File: config.mk
export PLATFORM = sky130hd
export DESIGN_NAME = seg7_reader_flat
export DESIGN_NICKNAME = d
export VERILOG_FILES = /design/src/rtl/seg7_pkg.sv /design/src/rtl/seg7_reader_if.sv /design/src/rtl/seg7_pattern_decode.sv /design/src/rtl/seg7_reader.sv /design/src/flat_wrapper.sv
export SDC_FILE = /design/constraint.sdc
export NUM_CORES = 1
export LEC_CHECK = 0
export BUFFER_PORTS_ARGS = -buffer_cell sky130_fd_sc_hd__clkbuf_2
export CAP_MARGIN = 0
export CELL_PAD_IN_SITES_DETAIL_PLACEMENT = 1
export CELL_PAD_IN_SITES_GLOBAL_PLACEMENT = 2
export CORE_ASPECT_RATIO = 1.1
export CORE_UTILIZATION = 37
export CTS_BUF_LIST = sky130_fd_sc_hd__clkbuf_2
export CTS_CLUSTER_SIZE = 14
export DETAILED_ROUTE_END_ITERATION = 8
export PLACE_DENSITY_LB_ADDON = 0.1
export SLEW_MARGIN = 20
export SYNTH_ARGS = -nofsm -noshare
export SYNTH_HDL_FRONTEND = slang
export SYNTH_SLANG_ARGS = --single-unit
File: constraint.sdc
create_clock -name clk -period 3.6 [get_ports clk]
set_input_delay 0.54 -clock clk [delete_from_list [all_inputs] [get_ports clk]]
set_output_delay 0.54 -clock clk [all_outputs]
set_load 0.02 [all_outputs]
File: src/rtl/seg7_pkg.sv
// Shared constants and types for the seven-segment reader: segment patterns
// for 0-F, field widths, sampler state encoding and a counter helper.
package seg7_pkg;

   localparam int DIGIT_W = 4;
   localparam int SEG_W   = 7;
   localparam int CNT_W   = 8;

   // Segment order is {g,f,e,d,c,b,a}: bit0 = a ... bit6 = g.
   localparam logic [SEG_W-1:0] SEG_0 = 7'h3F;
   localparam logic [SEG_W-1:0] SEG_1 = 7'h06;
   localparam logic [SEG_W-1:0] SEG_2 = 7'h5B;
   localparam logic [SEG_W-1:0] SEG_3 = 7'h4F;
   localparam logic [SEG_W-1:0] SEG_4 = 7'h66;
   localparam logic [SEG_W-1:0] SEG_5 = 7'h6D;
   localparam logic [SEG_W-1:0] SEG_6 = 7'h7D;
   localparam logic [SEG_W-1:0] SEG_7 = 7'h07;
   localparam logic [SEG_W-1:0] SEG_8 = 7'h7F;
   localparam logic [SEG_W-1:0] SEG_9 = 7'h6F;
   localparam logic [SEG_W-1:0] SEG_A = 7'h77;
   localparam logic [SEG_W-1:0] SEG_B = 7'h7C;
   localparam logic [SEG_W-1:0] SEG_C = 7'h39;
   localparam logic [SEG_W-1:0] SEG_D = 7'h5E;
   localparam logic [SEG_W-1:0] SEG_E = 7'h79;
   localparam logic [SEG_W-1:0] SEG_F = 7'h71;

   typedef enum logic [1:0] {
      ST_SETTLING = 2'd0,
      ST_CAPTURE  = 2'd1,
      ST_DWELL    = 2'd2
   } sampler_state_e;

   typedef struct packed {
      logic [DIGIT_W-1:0] value;
      logic               err;
   } decoded_t;

   function automatic logic [CNT_W-1:0] sat_inc(input logic [CNT_W-1:0] v);
      return (v == '1) ? v : v + CNT_W'(1);
   endfunction

endpackage

File: src/rtl/seg7_reader_if.sv
// Bus between a multiplexed seven-segment source / frame consumer and the
// seg7_reader core. The DUT attaches to the slave modport.
interface seg7_reader_if #(
   parameter int NUM_DIGITS = 4
);
   import seg7_pkg::*;

   logic [SEG_W-1:0]              segments;
   logic [NUM_DIGITS-1:0]         digit_sel;
   logic                          frame_ready;
   logic                          frame_valid;
   logic [DIGIT_W*NUM_DIGITS-1:0] frame_digits;
   logic [NUM_DIGITS-1:0]         frame_err;
   logic                          overrun;

   modport master (
      output segments, digit_sel, frame_ready,
      input  frame_valid, frame_digits, frame_err, overrun
   );

   modport slave (
      input  segments, digit_sel, frame_ready,
      output frame_valid, frame_digits, frame_err, overrun
   );

endinterface

File: src/rtl/seg7_pattern_decode.sv
// Combinational inverse of a BCD/hex-to-seven-segment encoder.
// Define SEG7_READER_HEX_EN to also accept the A-F glyphs as legal digits.
module seg7_pattern_decode
   import seg7_pkg::*;
(
   input  logic [SEG_W-1:0]   pattern,
   output logic [DIGIT_W-1:0] value,
   output logic               err
);

`ifdef SEG7_READER_HEX_EN
   localparam bit HEX_EN = 1'b1;
`else
   localparam bit HEX_EN = 1'b0;
`endif

   always_comb begin
      // NOTE: every output of a combinational block gets a default first, so
      // no path through the case can leave it unassigned and infer a latch.
      value = '0;
      err   = 1'b1;
      case (pattern)
         SEG_0: begin value = 4'h0; err = 1'b0; end
         SEG_1: begin value = 4'h1; err = 1'b0; end
         SEG_2: begin value = 4'h2; err = 1'b0; end
         SEG_3: begin value = 4'h3; err = 1'b0; end
         SEG_4: begin value = 4'h4; err = 1'b0; end
         SEG_5: begin value = 4'h5; err = 1'b0; end
         SEG_6: begin value = 4'h6; err = 1'b0; end
         SEG_7: begin value = 4'h7; err = 1'b0; end
         SEG_8: begin value = 4'h8; err = 1'b0; end
         SEG_9: begin value = 4'h9; err = 1'b0; end
         // Letter glyphs stay errors unless hex decoding is built in.
         SEG_A: if (HEX_EN) begin value = 4'hA; err = 1'b0; end
         SEG_B: if (HEX_EN) begin value = 4'hB; err = 1'b0; end
         SEG_C: if (HEX_EN) begin value = 4'hC; err = 1'b0; end
         SEG_D: if (HEX_EN) begin value = 4'hD; err = 1'b0; end
         SEG_E: if (HEX_EN) begin value = 4'hE; err = 1'b0; end
         SEG_F: if (HEX_EN) begin value = 4'hF; err = 1'b0; end
         default: begin value = '0; err = 1'b1; end
      endcase
   end

endmodule

File: src/rtl/seg7_reader.sv
// Recovers digit values from a multiplexed seven-segment bus and presents them
// as valid/ready frames. Optional hex glyphs: define SEG7_READER_HEX_EN.
module seg7_reader
   import seg7_pkg::*;
#(
   parameter int NUM_DIGITS     = 4,
   parameter int STABLE_CYCLES  = 4,   // legal range 2..255
   parameter bit SEG_ACTIVE_LOW = 1'b0
) (
   input  logic          clk,
   input  logic          reset,
   seg7_reader_if.slave  bus
);

   localparam int               SAMPLE_W   = NUM_DIGITS + SEG_W;
   localparam int               FRAME_W    = DIGIT_W * NUM_DIGITS;
   localparam logic [CNT_W-1:0] CAPTURE_AT = CNT_W'(STABLE_CYCLES - 1);

   // Sampler state
   logic [SAMPLE_W-1:0] sample_q, sample_d;
   logic [CNT_W-1:0]    cnt_q, cnt_d;
   sampler_state_e      state_q, state_d;

   // Frame assembly and output register
   logic [DIGIT_W-1:0]    slot_val_q [NUM_DIGITS];
   logic [DIGIT_W-1:0]    slot_val_d [NUM_DIGITS];
   logic [NUM_DIGITS-1:0] slot_err_q, slot_err_d;
   logic [NUM_DIGITS-1:0] mask_q, mask_d;
   logic                  valid_q, valid_d;
   logic [FRAME_W-1:0]    digits_q, digits_d;
   logic [NUM_DIGITS-1:0] ferr_q, ferr_d;
   logic                  overrun_q, overrun_d;

   logic [SAMPLE_W-1:0]   sample_in;
   logic                  changed;
   logic [NUM_DIGITS-1:0] sel;
   logic [SEG_W-1:0]      seg_raw;
   logic [SEG_W-1:0]      seg_pol;
   decoded_t              dec;
   logic                  capture;

   assign sample_in = {bus.digit_sel, bus.segments};
   assign changed   = (sample_in != sample_q);

   // Decode always works on the registered sample, which is what the
   // stability counter has been qualifying.
   assign sel     = sample_q[SAMPLE_W-1:SEG_W];
   assign seg_raw = sample_q[SEG_W-1:0];
   assign seg_pol = SEG_ACTIVE_LOW ? ~seg_raw : seg_raw;

   seg7_pattern_decode u_decode (
      .pattern (seg_pol),
      .value   (dec.value),
      .err     (dec.err)
   );

   // ---------------------------------------------------------------- sampler
   always_comb begin
      sample_d = sample_in;
      cnt_d    = changed ? '0 : sat_inc(cnt_q);
      state_d  = state_q;
      if (changed) begin
         state_d = ST_SETTLING;
      end else begin
         case (state_q)
            ST_SETTLING: if (cnt_d == CAPTURE_AT) state_d = ST_CAPTURE;
            ST_CAPTURE:  state_d = ST_DWELL;
            ST_DWELL:    state_d = ST_DWELL;
            default:     state_d = ST_SETTLING;
         endcase
      end
   end

   // Zero or multiple strobes active means the bus is mid-transition: ignore.
   assign capture = (state_q == ST_CAPTURE) && $onehot(sel);

   // --------------------------------------------------------------- assembly
   always_comb begin
      slot_val_d = slot_val_q;
      slot_err_d = slot_err_q;
      mask_d     = mask_q;
      valid_d    = valid_q;
      digits_d   = digits_q;
      ferr_d     = ferr_q;
      overrun_d  = overrun_q;

      if (capture) begin
         for (int i = 0; i < NUM_DIGITS; i++) begin
            if (sel[i]) begin
               slot_val_d[i] = dec.value;
               slot_err_d[i] = dec.err;
               mask_d[i]     = 1'b1;
            end
         end
      end

      if (valid_q && bus.frame_ready) valid_d = 1'b0;

      // The completing capture is folded in this same cycle, which keeps the
      // final-digit latency at STABLE_CYCLES+1.
      if (&mask_d) begin
         mask_d = '0;
         if (!valid_q || bus.frame_ready) begin
            valid_d = 1'b1;
            ferr_d  = slot_err_d;
            for (int i = 0; i < NUM_DIGITS; i++) begin
               digits_d[i*DIGIT_W +: DIGIT_W] = slot_val_d[i];
            end
         end else begin
            overrun_d = 1'b1;
         end
      end
   end

   // -------------------------------------------------------------- registers
   always_ff @(posedge clk) begin
      // NOTE: sequential state is written with non-blocking assignments only,
      // so every flop samples the pre-edge values regardless of block order.
      if (reset) begin
         sample_q   <= '0;
         cnt_q      <= '0;
         state_q    <= ST_SETTLING;
         mask_q     <= '0;
         slot_err_q <= '0;
         valid_q    <= 1'b0;
         digits_q   <= '0;
         ferr_q     <= '0;
         overrun_q  <= 1'b0;
         // NOTE: the slot array is reset explicitly rather than left as
         // uninitialised storage, so no stale digit can survive a reset.
         for (int i = 0; i < NUM_DIGITS; i++) slot_val_q[i] <= '0;
      end else begin
         sample_q   <= sample_d;
         cnt_q      <= cnt_d;
         state_q    <= state_d;
         mask_q     <= mask_d;
         slot_err_q <= slot_err_d;
         valid_q    <= valid_d;
         digits_q   <= digits_d;
         ferr_q     <= ferr_d;
         overrun_q  <= overrun_d;
         for (int i = 0; i < NUM_DIGITS; i++) slot_val_q[i] <= slot_val_d[i];
      end
   end

   assign bus.frame_valid  = valid_q;
   assign bus.frame_digits = digits_q;
   assign bus.frame_err    = ferr_q;
   assign bus.overrun      = overrun_q;

endmodule

File: src/flat_wrapper.sv
// flat-port wrapper written by rule: the top's interface ports become plain ports
module seg7_reader_flat import seg7_pkg::*;
#(
   parameter int NUM_DIGITS     = 4,
   parameter int STABLE_CYCLES  = 4,                        
   parameter bit SEG_ACTIVE_LOW = 1'b0
)
  (clk, reset, bus_segments, bus_digit_sel, bus_frame_ready, bus_frame_valid, bus_frame_digits, bus_frame_err, bus_overrun);
  seg7_reader_if #(.NUM_DIGITS(NUM_DIGITS)) bus_i ();
  input  logic clk;
  input  logic reset;
  input wire logic [$bits(bus_i.segments)-1:0] bus_segments;
  input wire logic [$bits(bus_i.digit_sel)-1:0] bus_digit_sel;
  input wire logic [$bits(bus_i.frame_ready)-1:0] bus_frame_ready;
  output wire logic [$bits(bus_i.frame_valid)-1:0] bus_frame_valid;
  output wire logic [$bits(bus_i.frame_digits)-1:0] bus_frame_digits;
  output wire logic [$bits(bus_i.frame_err)-1:0] bus_frame_err;
  output wire logic [$bits(bus_i.overrun)-1:0] bus_overrun;
  assign bus_i.segments = bus_segments;
  assign bus_i.digit_sel = bus_digit_sel;
  assign bus_i.frame_ready = bus_frame_ready;
  assign bus_frame_valid = bus_i.frame_valid;
  assign bus_frame_digits = bus_i.frame_digits;
  assign bus_frame_err = bus_i.frame_err;
  assign bus_overrun = bus_i.overrun;
  seg7_reader #(.NUM_DIGITS(NUM_DIGITS), .STABLE_CYCLES(STABLE_CYCLES), .SEG_ACTIVE_LOW(SEG_ACTIVE_LOW)) u_core (.clk(clk), .reset(reset), .bus(bus_i));
endmodule
### Word-level counts from Yosys, hierarchy flattened

Cells that the tools add are included.
Widths: inputs -> output; s select.

| storage, ports and cells | value |
|---|---|
| register bits | 67 |
| latch bits | 0 |
| RAM bits | 0 |
| memory bits (read-only) | 0 |
| output and inout bits | 22 |
| memories kept | 0 |

| operators by class | value |
|---|---|
| $add $sub $neg | 4 |
| multiply operators | 0 |
| div/mod/pow operators | 0 |
| order comparisons | 0 |
| equality and inequality tests | 17 |
| shifts and indexed selects | 0 |
| mux-type cells | 24 |
| bitwise operators | 1 |
| reduce and logical (&&, ||, !) cells | 12 |

Operators with widths:

| cell | number |
|---|---|
| $eq 7x7->1 const B | 7 |
| $pmux 4 s9 | 1 |
| $mux 4 | 6 |
| $mux 16 | 1 |
| $mux 8 | 2 |
| $eq 7x3->1 const B | 2 |
| $mux 1 | 12 |
| $ne 11x11->1 | 1 |
| $reduce_and 5->1 | 2 |
| $reduce_or 10->1 | 1 |
| $add 8x1->8 const B | 1 |
| $eq 8x2->1 const B | 1 |
| $eq 8x8->1 const B | 1 |
| $eq 7x6->1 const B | 1 |
| $reduce_or 2->1 | 3 |
| $add 1x1->2 | 2 |
| $pmux 2 s2 | 1 |
| $reduce_and 4->1 | 1 |
| $add 3x3->3 | 1 |
| $eq 3x1->1 const B | 1 |
| $eq 2x1->1 const B | 1 |
| $eq 2x2->1 const B | 1 |
| $logic_and 1x1->1 | 2 |
| $logic_not 2->1 | 1 |
| other kinds (5) | 5 |

### Depth between registers and ports, before layout

| logic depth | value |
|---|---|
| depth in word-level cells | 7 |
| depth in mapped cells | 12 |
| gate-level depth less buffers | 9 |

### Hierarchy

Synthesis repeated with hierarchy kept, for this count alone.

| unflattened totals | value |
|---|---|
| cell total of the unflattened synthesis | 294 |
| area, all modules | 3017.9 um2 |

Modules (own cells, without submodules):

| module | times used | cells each | area each (um2) |
|---|---|---|---|
| seg7_reader | 1 | 260 | 2750.1 |
| seg7_pattern_decode | 1 | 34 | 267.8 |

### Worst setup path before layout

Ideal clock, no wire load.

| path | value |
|---|---|
| kind | reg-to-reg |
| from | reg u_core.sample_q[9] |
| to | reg u_core.digits_q[11] (netlist: u_core.bus.frame_digits[11]) |
| setup time | 80 ps |
| arrival time | 2641 ps |
| path slack | 879 ps |
| cell stages (with the launch flop) | 13 |
| buffers on the path | 3 |
| period minus slack after synthesis | 2721 ps |
| path through | dfxtp_1 > ha_1 > ha_1 > fa_1 > and4bb_1 > buf_4 > a21oi_1 > nor4_2 > and2_1 > buf_4 > buf_6 > nor2_1 > a211oi_2 |

| on the way | value |
|---|---|
| cells in the longest elaborated chain, start to end | 6 |
| elaborated cells on any way between the ends | 9 |
| those cells by class | 2 x add/sub; 1 x eq/ne; 4 x mux; 2 x reduce/logical |

RTL lines:

| what | RTL line | RTL |
|---|---|---|
| from (decl) | seg7_reader.sv:20 | `logic [SAMPLE_W-1:0] sample_q, sample_d;` |
| from (signal assigned) | seg7_reader.sv:133 | `sample_q <= sample_d;` |
| $add 1x1->2 (not written as such) | seg7_reader.sv:75 | `assign capture = (state_q == ST_CAPTURE) && $onehot(sel);` |
| $add 3x3->3 (not written as such) | seg7_reader.sv:75 |  |
| $eq 3x1->1 | seg7_reader.sv:75 |  |
| $logic_and 1x1->1 | seg7_reader.sv:75 |  |
| $mux 4 | seg7_reader.sv:87 | `if (capture) begin` |
| $reduce_and 5->1 (no source line) | -- |  |
| to (signal assigned) | seg7_reader.sv:139 | `digits_q <= digits_d;` |
| to (decl) | seg7_reader.sv:30 | `logic [FRAME_W-1:0] digits_q, digits_d;` |

Parallel ways exist; a longest one is shown, timed or not.
A chain may end at the register's enable or synchronous reset.

### Final worst setup path

| path | value |
|---|---|
| from | reg u_core.sample_q[9] |
| to | reg u_core.digits_q[2] (netlist: u_core.bus.frame_digits[2]) |

Same word-level chain as after synthesis.

==> qor.csv <==
metric,value,unit
syn_area,2890,µm²
grt_usage,0.177,
initial_core_util,0.384,
hold_viol,0,
synth_cell_types,45,
placedCellCount,445,
status,"complete, no violations",
setup_viol,0,
power_density,426,nW/µm²
fillCellCount,920,
crit_arrival,3.75,ns
num_io_pins,36,
cts.sinks,67,
relSlewSlack,0.577,
cts_tree,done,
cp-start-kind,register,
std_cell_rows,33,
core_area,7510,µm²
ctsHoldBuffers,0,
final_util,0.438,
finalClockSkew,0.0313,ns
drive_above_1_share,0.180,
syn_nets,341,
fin_setup_tns,0,ns
finalNonFillerCells,461,
synthFlopType,dfxtp_1,
rsz0062_at_grt,no,
grt_pass1_wl,10.9,mm
clock_path_buffers,2,
syn_area_per_cell,9.05,µm²
grt_pass1_vias,2204,
cts_max_level,3,
worstSetupPathType,reg -> reg,
endpoint_kind,register,
grt_max_degree,50,
syn2layout_area_growth,14.1,%
clk_transition_reported_paths,0.21,ns
multi_input_area,1440,µm²
final_cell_mix,"dfxtp_1, clkbuf_2, nand2_1",
synth_edf_count,0,
cts_root_buffer,clkbuf_2,
synthesis.instances,319,
fin_crit,3.27,ns
wire_per_inst,14.4,µm
drc,0,
first_iter_violations,51,
leakage,1.29,nW
hold_class,in -> reg,
io_buffers,35,
die_h,94.6,µm
yosysSeqAreaShare,0.465,
drtPass1Iterations,4,
clock.fmax,0.306,GHz
worstSkewPairLatency,0.52,ns
detailed_place_hpwl,4.70,mm
cp_max_fo,22,
drt.antenna.violating_nets,0,
synthArstFlopShare,0,
gr-total-overflow,0,
routabilityCongestion,0.731,
die_x,86.2,µm
nNetsFinal,373,
yosys_warnings,0,
dieArea,8160,µm²
irDropWorstVdd,0.226,mV
totalWireLength,6.66,mm
layout_commonest_cell,dfxtp_1,
regArea,1340,µm²
post_cts_resized,0,
required,4.08,ns
n_antenna_cell,0,
final.setup.worst_slack,0.328,ns
postCtsSetupBuffers,0,
maxSlewViolCount,0,
finalCritPeriodShare,0.909,
worst_pin_slew,0.635,ns
vias_per_cell,5.03,
vias,2317,
dp_slack,0.372,ns
maxCapViolCount,0,
antenna_found_initial,0,
ys_seq_elements,67,
cts_buffers,9,
==> worst max-delay path: stages, from the launching register on <==
cell	delay, ns
dfxtp_1	0.44
ha_1	0.26
ha_1	0.21
fa_1	0.44
and4bb_1	0.43
a21oi_1	0.15
nor4_2	0.43
and2_1	0.26
buf_4	0.28
mux2i_1	0.20
nor2b_1	0.13
==> flip-flops by register name, indices dropped and copies added (netlist names) <==
| register | cells |
|---|---|
| u_core.slot_err_q | 4 |
| u_core.bus.frame_valid | 1 |
| u_core.bus.frame_digits | 16 |
| u_core.sample_q | 11 |
| u_core.bus.frame_err | 4 |
| u_core.mask_q | 4 |
| u_core.cnt_q | 8 |
| u_core.bus.overrun | 1 |
| u_core.slot_val_q | 16 |
| u_core.state_q | 2 |
==> path summary, 6_finish.rpt <==
| check | start | endpoint | slack (ns) | depth (start not counted) |
|---|---|---|---|---|
| hold / removal | bus_segments[6] | u_core.sample_q[6] | 0.26 | 2 |
| setup reg to reg | u_core.sample_q[9] | u_core.bus.frame_digits[2] | 0.33 | 10 |
| hold reg to reg | u_core.bus.frame_digits[6] | u_core.bus.frame_digits[6] | 0.47 | 2 |
| setup / recovery | u_core.sample_q[9] | u_core.bus.frame_digits[2] | 0.33 | 10 |
==> cells by family (layout without fill, tap and decap cells) <==
kind of cell	count (synthesis)	in the layout	synth area share
flip-flops	67	67	0.465
adder cells (fa/ha/maj)	8	8	0.0373
AO/OA/AOI/OAI	65	65	0.149
AND/OR/NAND/NOR	133	133	0.235
buffers and inverters	22	59	0.0373
multiplexers	11	11	0.0381
XOR/XNOR	13	13	0.0394
==> per-stage QoR <==
| step | cell area, µm² | hold WS [ns] | total power [W] |
|---|---|---|---|
| 6_report | 3290 | 0.255 | 0.00140 |
| 5_1_grt | 3290 | 0.205 | 0.00147 |
| 4_1_cts | 3290 | 0.224 | 0.00143 |
| 3_5_place_dp | 3130 | 0.448 | 0.000835 |
| 3_3_place_gp | 3130 | 0.442 | 0.000834 |
| 2_1_floorplan | 2890 | 0.452 | 0.000812 |
==> synth_stat cells, types with 3 or more instances <==
library cell / number / area share
a211oi_1: 3 / 0.0078
a211oi_2: 5 / 0.022
a21boi_0: 4 / 0.010
a21oi_1: 19 / 0.033
a31oi_1: 3 / 0.0065
clkbuf_1: 12 / 0.016
dfxtp_1: 67 / 0.46
ha_1: 7 / 0.030
inv_1: 4 / 0.0052
mux2i_1: 11 / 0.038
nand2_1: 37 / 0.048
nand2b_1: 6 / 0.013
nand3_1: 4 / 0.0069
nand3b_1: 4 / 0.010
nand4_1: 6 / 0.013
nor2_1: 30 / 0.039
nor2b_1: 21 / 0.046
nor3_1: 9 / 0.016
nor4_1: 3 / 0.0065
o21ai_0: 16 / 0.028
o22ai_1: 7 / 0.015
xnor2_1: 3 / 0.0091
xor2_1: 10 / 0.030
==> metal layers <==
metal | wire length [µm] | GRT usage
met1 | 3420 | 0.238
met5 | 0 | 0
met4 | 140 | 0.0875
met3 | 157 | 0.0350
met2 | 2940 | 0.271
==> report_power, final <==
part	internal (W)	leakage [nW]	switching [W]	total (W)
combinational	0.0000255	0.647	0.0000307	0.0000562
clock	0.000305	0.0965	0.000281	0.000586
sequential	0.000749	0.542	0.0000129	0.000762
==> cell type report <==
| type | instances | share of cell area |
|---|---|---|
| flip-flops and latches | 67 | 0.407 |
| inverters | 4 | 0.00456 |
| repair buffers | 39 | 0.0623 |
| well taps | 105 | 0.0399 |
| clock inverters | 6 | 0.0342 |
| clock buffers | 10 | 0.0152 |
| multi-input cells | 230 | 0.437 |
No activity file was read; power rests on OpenSTA's default activity.
